`src/rtl/alu_bus_driver.sv`:
```
// Host-side sequencer for the ALU shared inbus/outbus add/sub protocol.
// Optional WAIT timeout with error response: define ALU_BUS_DRIVER_TIMEOUT_EN.
module alu_bus_driver #(
    parameter int unsigned WIDTH   = 8,
    parameter int unsigned TIMEOUT = 15
) (
    input  logic             clk,
    input  logic             rst,
    input  logic             cmd_valid,
    output logic             cmd_ready,
    input  logic             cmd_op,
    input  logic [WIDTH-1:0] cmd_a,
    input  logic [WIDTH-1:0] cmd_b,
    output logic             rsp_valid,
    input  logic             rsp_ready,
    output logic [WIDTH-1:0] rsp_data,
    output logic             rsp_err,
    output logic             busy,
    output logic             alu_enable,
    output logic             alu_start,
    output logic             alu_op,
    output logic [WIDTH-1:0] alu_inbus,
    input  logic             alu_done,
    input  logic [WIDTH-1:0] alu_outbus
);

    typedef enum logic [2:0] {
        S_IDLE   = 3'd0,
        S_START  = 3'd1,
        S_SEND_M = 3'd2,
        S_SEND_Q = 3'd3,
        S_WAIT   = 3'd4,
        S_RESP   = 3'd5
    } state_t;

    state_t state_q, state_d;

    logic [WIDTH-1:0] a_q, a_d, b_q, b_d;
    logic             op_q, op_d;
    logic [WIDTH-1:0] rsp_data_q, rsp_data_d;

    logic             cmd_ready_q, cmd_ready_d;
    logic             rsp_valid_q, rsp_valid_d;
    logic             busy_q, busy_d;
    logic             alu_enable_q, alu_enable_d;
    logic             alu_start_q, alu_start_d;
    logic             alu_op_q, alu_op_d;
    logic [WIDTH-1:0] alu_inbus_q, alu_inbus_d;

`ifdef ALU_BUS_DRIVER_TIMEOUT_EN
    localparam int unsigned CNT_W = $clog2(TIMEOUT + 1);
    logic [CNT_W-1:0] cnt_q, cnt_d;
    logic             rsp_err_q, rsp_err_d;
`endif

    // State, operand and response registers
    always_ff @(posedge clk or posedge rst) begin
        if (rst) begin
            state_q    <= S_IDLE;
            a_q        <= '0;
            b_q        <= '0;
            op_q       <= 1'b0;
            rsp_data_q <= '0;
`ifdef ALU_BUS_DRIVER_TIMEOUT_EN
            cnt_q      <= '0;
            rsp_err_q  <= 1'b0;
`endif
        end else begin
            state_q    <= state_d;
            a_q        <= a_d;
            b_q        <= b_d;
            op_q       <= op_d;
            rsp_data_q <= rsp_data_d;
`ifdef ALU_BUS_DRIVER_TIMEOUT_EN
            cnt_q      <= cnt_d;
            rsp_err_q  <= rsp_err_d;
`endif
        end
    end

    // Next-state and datapath update
    always_comb begin
        state_d    = state_q;
        a_d        = a_q;
        b_d        = b_q;
        op_d       = op_q;
        rsp_data_d = rsp_data_q;
`ifdef ALU_BUS_DRIVER_TIMEOUT_EN
        cnt_d      = cnt_q;
        rsp_err_d  = rsp_err_q;
`endif
        case (state_q)
            S_IDLE: begin
                if (cmd_valid && cmd_ready_q) begin
                    a_d     = cmd_a;
                    b_d     = cmd_b;
                    op_d    = cmd_op;
                    state_d = S_START;
                end
            end
            S_START:  state_d = S_SEND_M;
            S_SEND_M: state_d = S_SEND_Q;
            S_SEND_Q: begin
                state_d = S_WAIT;
`ifdef ALU_BUS_DRIVER_TIMEOUT_EN
                // Counter hits zero on the last allowed WAIT cycle
                cnt_d   = CNT_W'(TIMEOUT - 1);
`endif
            end
            S_WAIT: begin
                if (alu_done) begin
                    rsp_data_d = alu_outbus;
                    state_d    = S_RESP;
`ifdef ALU_BUS_DRIVER_TIMEOUT_EN
                    rsp_err_d  = 1'b0;
                end else if (cnt_q == '0) begin
                    rsp_data_d = '0;
                    rsp_err_d  = 1'b1;
                    state_d    = S_RESP;
                end else begin
                    cnt_d = cnt_q - CNT_W'(1);
`endif
                end
            end
            S_RESP: begin
                if (rsp_valid_q && rsp_ready) begin
                    state_d = S_IDLE;
                end
            end
            default: state_d = S_IDLE;
        endcase
    end

    // Outputs decoded from the upcoming state so they are registered yet state-aligned
    always_comb begin
        cmd_ready_d  = 1'b0;
        rsp_valid_d  = 1'b0;
        busy_d       = 1'b0;
        alu_enable_d = 1'b0;
        alu_start_d  = 1'b0;
        alu_op_d     = 1'b0;
        alu_inbus_d  = '0;
        case (state_d)
            S_IDLE: cmd_ready_d = 1'b1;
            S_START: begin
                busy_d       = 1'b1;
                alu_enable_d = 1'b1;
                alu_start_d  = 1'b1;
                alu_op_d     = op_d;
            end
            S_SEND_M: begin
                busy_d       = 1'b1;
                alu_enable_d = 1'b1;
                alu_op_d     = op_d;
                alu_inbus_d  = a_d;
            end
            S_SEND_Q: begin
                busy_d       = 1'b1;
                alu_enable_d = 1'b1;
                alu_op_d     = op_d;
                alu_inbus_d  = b_d;
            end
            S_WAIT: begin
                busy_d       = 1'b1;
                alu_enable_d = 1'b1;
                alu_op_d     = op_d;
`ifdef ALU_BUS_DRIVER_TIMEOUT_EN
                if (cnt_d == '0) begin
                    alu_enable_d = 1'b0;
                end
`endif
            end
            S_RESP: begin
                busy_d      = 1'b1;
                rsp_valid_d = 1'b1;
            end
            default: ;
        endcase
    end

    // Output registers
    always_ff @(posedge clk or posedge rst) begin
        if (rst) begin
            cmd_ready_q  <= 1'b1;
            rsp_valid_q  <= 1'b0;
            busy_q       <= 1'b0;
            alu_enable_q <= 1'b0;
            alu_start_q  <= 1'b0;
            alu_op_q     <= 1'b0;
            alu_inbus_q  <= '0;
        end else begin
            cmd_ready_q  <= cmd_ready_d;
            rsp_valid_q  <= rsp_valid_d;
            busy_q       <= busy_d;
            alu_enable_q <= alu_enable_d;
            alu_start_q  <= alu_start_d;
            alu_op_q     <= alu_op_d;
            alu_inbus_q  <= alu_inbus_d;
        end
    end

    assign cmd_ready  = cmd_ready_q;
    assign rsp_valid  = rsp_valid_q;
    assign rsp_data   = rsp_data_q;
    assign busy       = busy_q;
    assign alu_enable = alu_enable_q;
    assign alu_start  = alu_start_q;
    assign alu_op     = alu_op_q;
    assign alu_inbus  = alu_inbus_q;
`ifdef ALU_BUS_DRIVER_TIMEOUT_EN
    assign rsp_err    = rsp_err_q;
`else
    assign rsp_err    = 1'b0;
`endif

endmodule

```
`config.mk`:
```
export PLATFORM = sky130hd
export DESIGN_NAME = alu_bus_driver
export DESIGN_NICKNAME = d
export VERILOG_FILES = /design/src/rtl/alu_bus_driver.sv
export SDC_FILE = /design/constraint.sdc
export NUM_CORES = 1
export LEC_CHECK = 0
export ABC_AREA = 1
export BUFFER_PORTS_ARGS = -buffer_cell sky130_fd_sc_hd__buf_2
export CORE_MARGIN = 2
export CORE_UTILIZATION = 25
export CTS_CLUSTER_DIAMETER = 200
export DETAILED_ROUTE_END_ITERATION = 10
export GPL_TIMING_DRIVEN = 0
export PLACE_DENSITY = 0.52
export SLEW_MARGIN = 20
export SYNTH_ARGS = -nofsm -noshare
export SYNTH_HDL_FRONTEND = slang
export SYNTH_SLANG_ARGS = --single-unit
```
`constraint.sdc`:
```
create_clock -name clk -period 1.6 [get_ports clk]
set_clock_uncertainty 0.1 [all_clocks]
set_input_delay 0.24 -clock clk [delete_from_list [all_inputs] [get_ports clk]]
set_output_delay 0.24 -clock clk [all_outputs]
set_load 0.005 [all_outputs]
```
==> results by group <==
Logic synthesis
  – Register area share after synthesis: 0.617
  – Post-synth top area cell: dfrtp_1
  – Ranking of synthesized cells by area: dfrtp_1, nand2_1, nand2_2, nor2_4, inv_1
  – Top cell type's share of synthesized area: 0.602
  – Mean Syn Cell Area: a little over 9 um^2
  – Number of warnings issued by yosys: 0
  – Seq cells post-synth: between 40 and 50
  – Synth Cell Area: between 0.0015 and 0.002 mm^2
  – Distinct cell type count after synthesis: 20
  – Synthesized Nets: 213
  – Cell count after synthesis: approximately 180

GRT
  – Vias in the first global route: between 1000 and 1500
  – Pin count of the biggest net entering global routing: 30
  – GRT overflow: 0
  – GRT Util Overall: 0.113
  – Initial antenna violation count: 0
  – First-pass GRT wire length: between 6 and 7 mm

Finish
  – Final core utilization: 0.337
  – Synth-to-Final Area Change: 32.1%
  – Final Cell Area: 0.00225 mm^2
  – Number of diodes: 0
  – Share of layout cells above drive strength 1: 0.379
  – Fin nets: roughly 280

STA
  – Max-slew violation count: 0
  – Min cycle time layout: between 1 and 1.5 ns
  – Peak Freq: ~670 MHz
  – Post-Route Setup TNS: 0 ns
  – Final Hold Fails: 0
  – # setup viols final: 0
  – Final cycle utilization of the critical path: 0.932
  – Unrepaired setup endpoints after global routing: yes

Route
  – WL/cell: about 11 um
  – Via density per instance: around 4.0
  – # DRC: 0
  – Total detailed-routing wirelength: between 3 and 4 mm
  – DRT Pass-1 Iters: 4
  – Antenna Nets Post-Route: 0
  – DR iter-0 viols: 53
  – Routed via count: about 1300

Clock tree
  – TritonCTS buffer count: 5
  – CTS tree: done
  – Max Root-Sink Buffers: 2
  – Clk slew on worst S/H paths: ~0.080 ns
  – H-tree lvl count: 2
  – Clk root buf: clkbuf_8
  – CTS sink count: 42
  – Worst-Skew Late Latency: a little under 0.3 ns

Power
  – Pwr per Cell Area: between 1500 and 2000 mW/mm^2
  – Flop pwr share: 0.424
  – Comb power frac: 0.371
  – Switching power: about 1400 uW
  – P_leak: 0.00127 uW
  – Clock share of power: 0.206
  – Switch share: 0.342
  – VDD IR max: ~0.54 mV
  – Total Power: between 3000 and 4000 uW
  – Power Internal: approximately 2600 uW

Placed design
  – IO buf count: about 50
  – Gpl congestion: approximately 0.78
  – Placed wire-length estimate: roughly 2.6 mm
  – Area after DPL: 0.00208 mm^2

Floorplan
  – Core area: between 0.006 and 0.007 mm^2
  – Row Count: 30
  – Die ar.: roughly 0.0075 mm^2
  – Die height: ~87 um
  – I/O Pins: 53
  – Starting Density: 0.255
  – Die width: 86.6 um

Worst setup path
  – WP data required: 1.72 ns
  – Critical path class: reg -> reg
  – Nature of the critical path endpoint: flop
  – Worst-path maximum fanout: 5
  – Arr. time, crit path: about 1.6 ns
  – CP startpoint kind: flop

Worst hold path
  – Hold Crit Class: in -> reg

Job
  – Max-cap violations: 0

Status
  – Status: complete, no violations
[synth_stat cells]
| cell type | count |
|---|---|
| buf_2 | 1 |
| nand2_1 | 95 |
| o21ai_2 | 1 |
| nand3_2 | 2 |
| a21oi_2 | 1 |
| nor2_4 | 3 |
| nor2_2 | 3 |
| dfrtp_1 | 41 |
| inv_2 | 3 |
| or2_1 | 1 |
| buf_12 | 1 |
| buf_6 | 2 |
| nand2_2 | 11 |
| conb_1 | 1 |
| nand3_1 | 2 |
| dfstp_2 | 1 |
| inv_1 | 8 |
| o21ai_0 | 1 |
| nor2_1 | 4 |
| buf_4 | 1 |
[sequential cells by signal, indices dropped and copies added, names as in the netlist]
name        flops
alu_enable      1
alu_op          1
busy            1
cmd_ready       1
b_q             8
state_q         3
a_q             8
alu_inbus       8
rsp_valid       1
alu_start       1
op_q            1
rsp_data        8
[final timing paths]
kind	start	end	slack (ns)	cells after the start
setup / recovery	cmd_ready	alu_op	0.11	7
hold / removal	alu_outbus[0]	rsp_data[0]	0.04	3
setup reg to reg	cmd_ready	alu_op	0.11	7
hold reg to reg	b_q[1]	b_q[1]	0.37	2
max in group asynchronous	rst	alu_enable	0.60	4
min in group asynchronous	rst	rsp_data[5]	0.34	3
[metrics by stage]
step	hold WS [ns]	setup WS, ns	std cells
after CTS	0.0235	0.109	324
after detailed placement	0.118	0.110	315
final	0.0361	0.109	328
after global routing	0.0337	-0.0227	328
after floorplan	0.250	0.259	183
after global placement	0.335	-0.314	314
[logic make-up after synthesis]
kind of cell | after synthesis | share of synthesized area
compound gates | 3 | 0.0132
buf+inv | 16 | 0.0565
flops | 42 | 0.617
other cells | 1 | 0.00220
simple gates | 121 | 0.311
[layout by cell type, fill, tap and decap left out, drive strengths merged]
cell type    synthesis  routed
a21oi                1       1
buf                  5      60
bufinv               0       1
clkbuf               0       8
conb                 1       1
dfrtp               41      41
dfstp                1       1
dlygate4sd3          0       1
inv                 11      11
nand2              106     106
nand3                4       4
nor2                10      10
o21ai                2       2
or2                  1       1
[routing by layer]
metal  vias to the layer above  track usage  share of wire
li1                        669            -              -
met1                       592        0.134           0.45
met2                        34        0.203           0.49
met3                         4       0.0248          0.044
met4                         0       0.0384         0.0078
met5                         -            0              0
[worst max-delay path, stage by stage, from the launching register on]
cell and delay (ns):
dfstp_2 0.54, nand3_2 0.09, nor2_4 0.17, buf_4 0.15, clkbuf_16 0.13, or2_1 0.10
o21ai_2 0.06, a21oi_2 0.09
[cell type report]
type,count,area [um^2]
fillers,725,4430
flip-flops and latches,42,1050
multi-input cells,125,556
repair buffers,57,333
well taps,80,100
clock buffers,7,76.3
plain buffers,5,58.8
inverters,11,43.8
clock inverters,1,30.0
[power groups by stage]
stage                     sequential (uW)  combinational, uW  clock [uW]
after floorplan                      1740                915           0
after global placement               1710               1400           0
after detailed placement             1720               1430           0
after CTS                            1700               1430         863
after global routing                 1750               1740         906
final                                1690               1480         821
[timing repair]
action,CTS,global route
hold buffers,1,0
endpoints found under the hold margin,12,0
setup buffers,0,3
setup endpoints to repair,0,5
resized for setup,0,3
(Power assumes the default switching activity.)
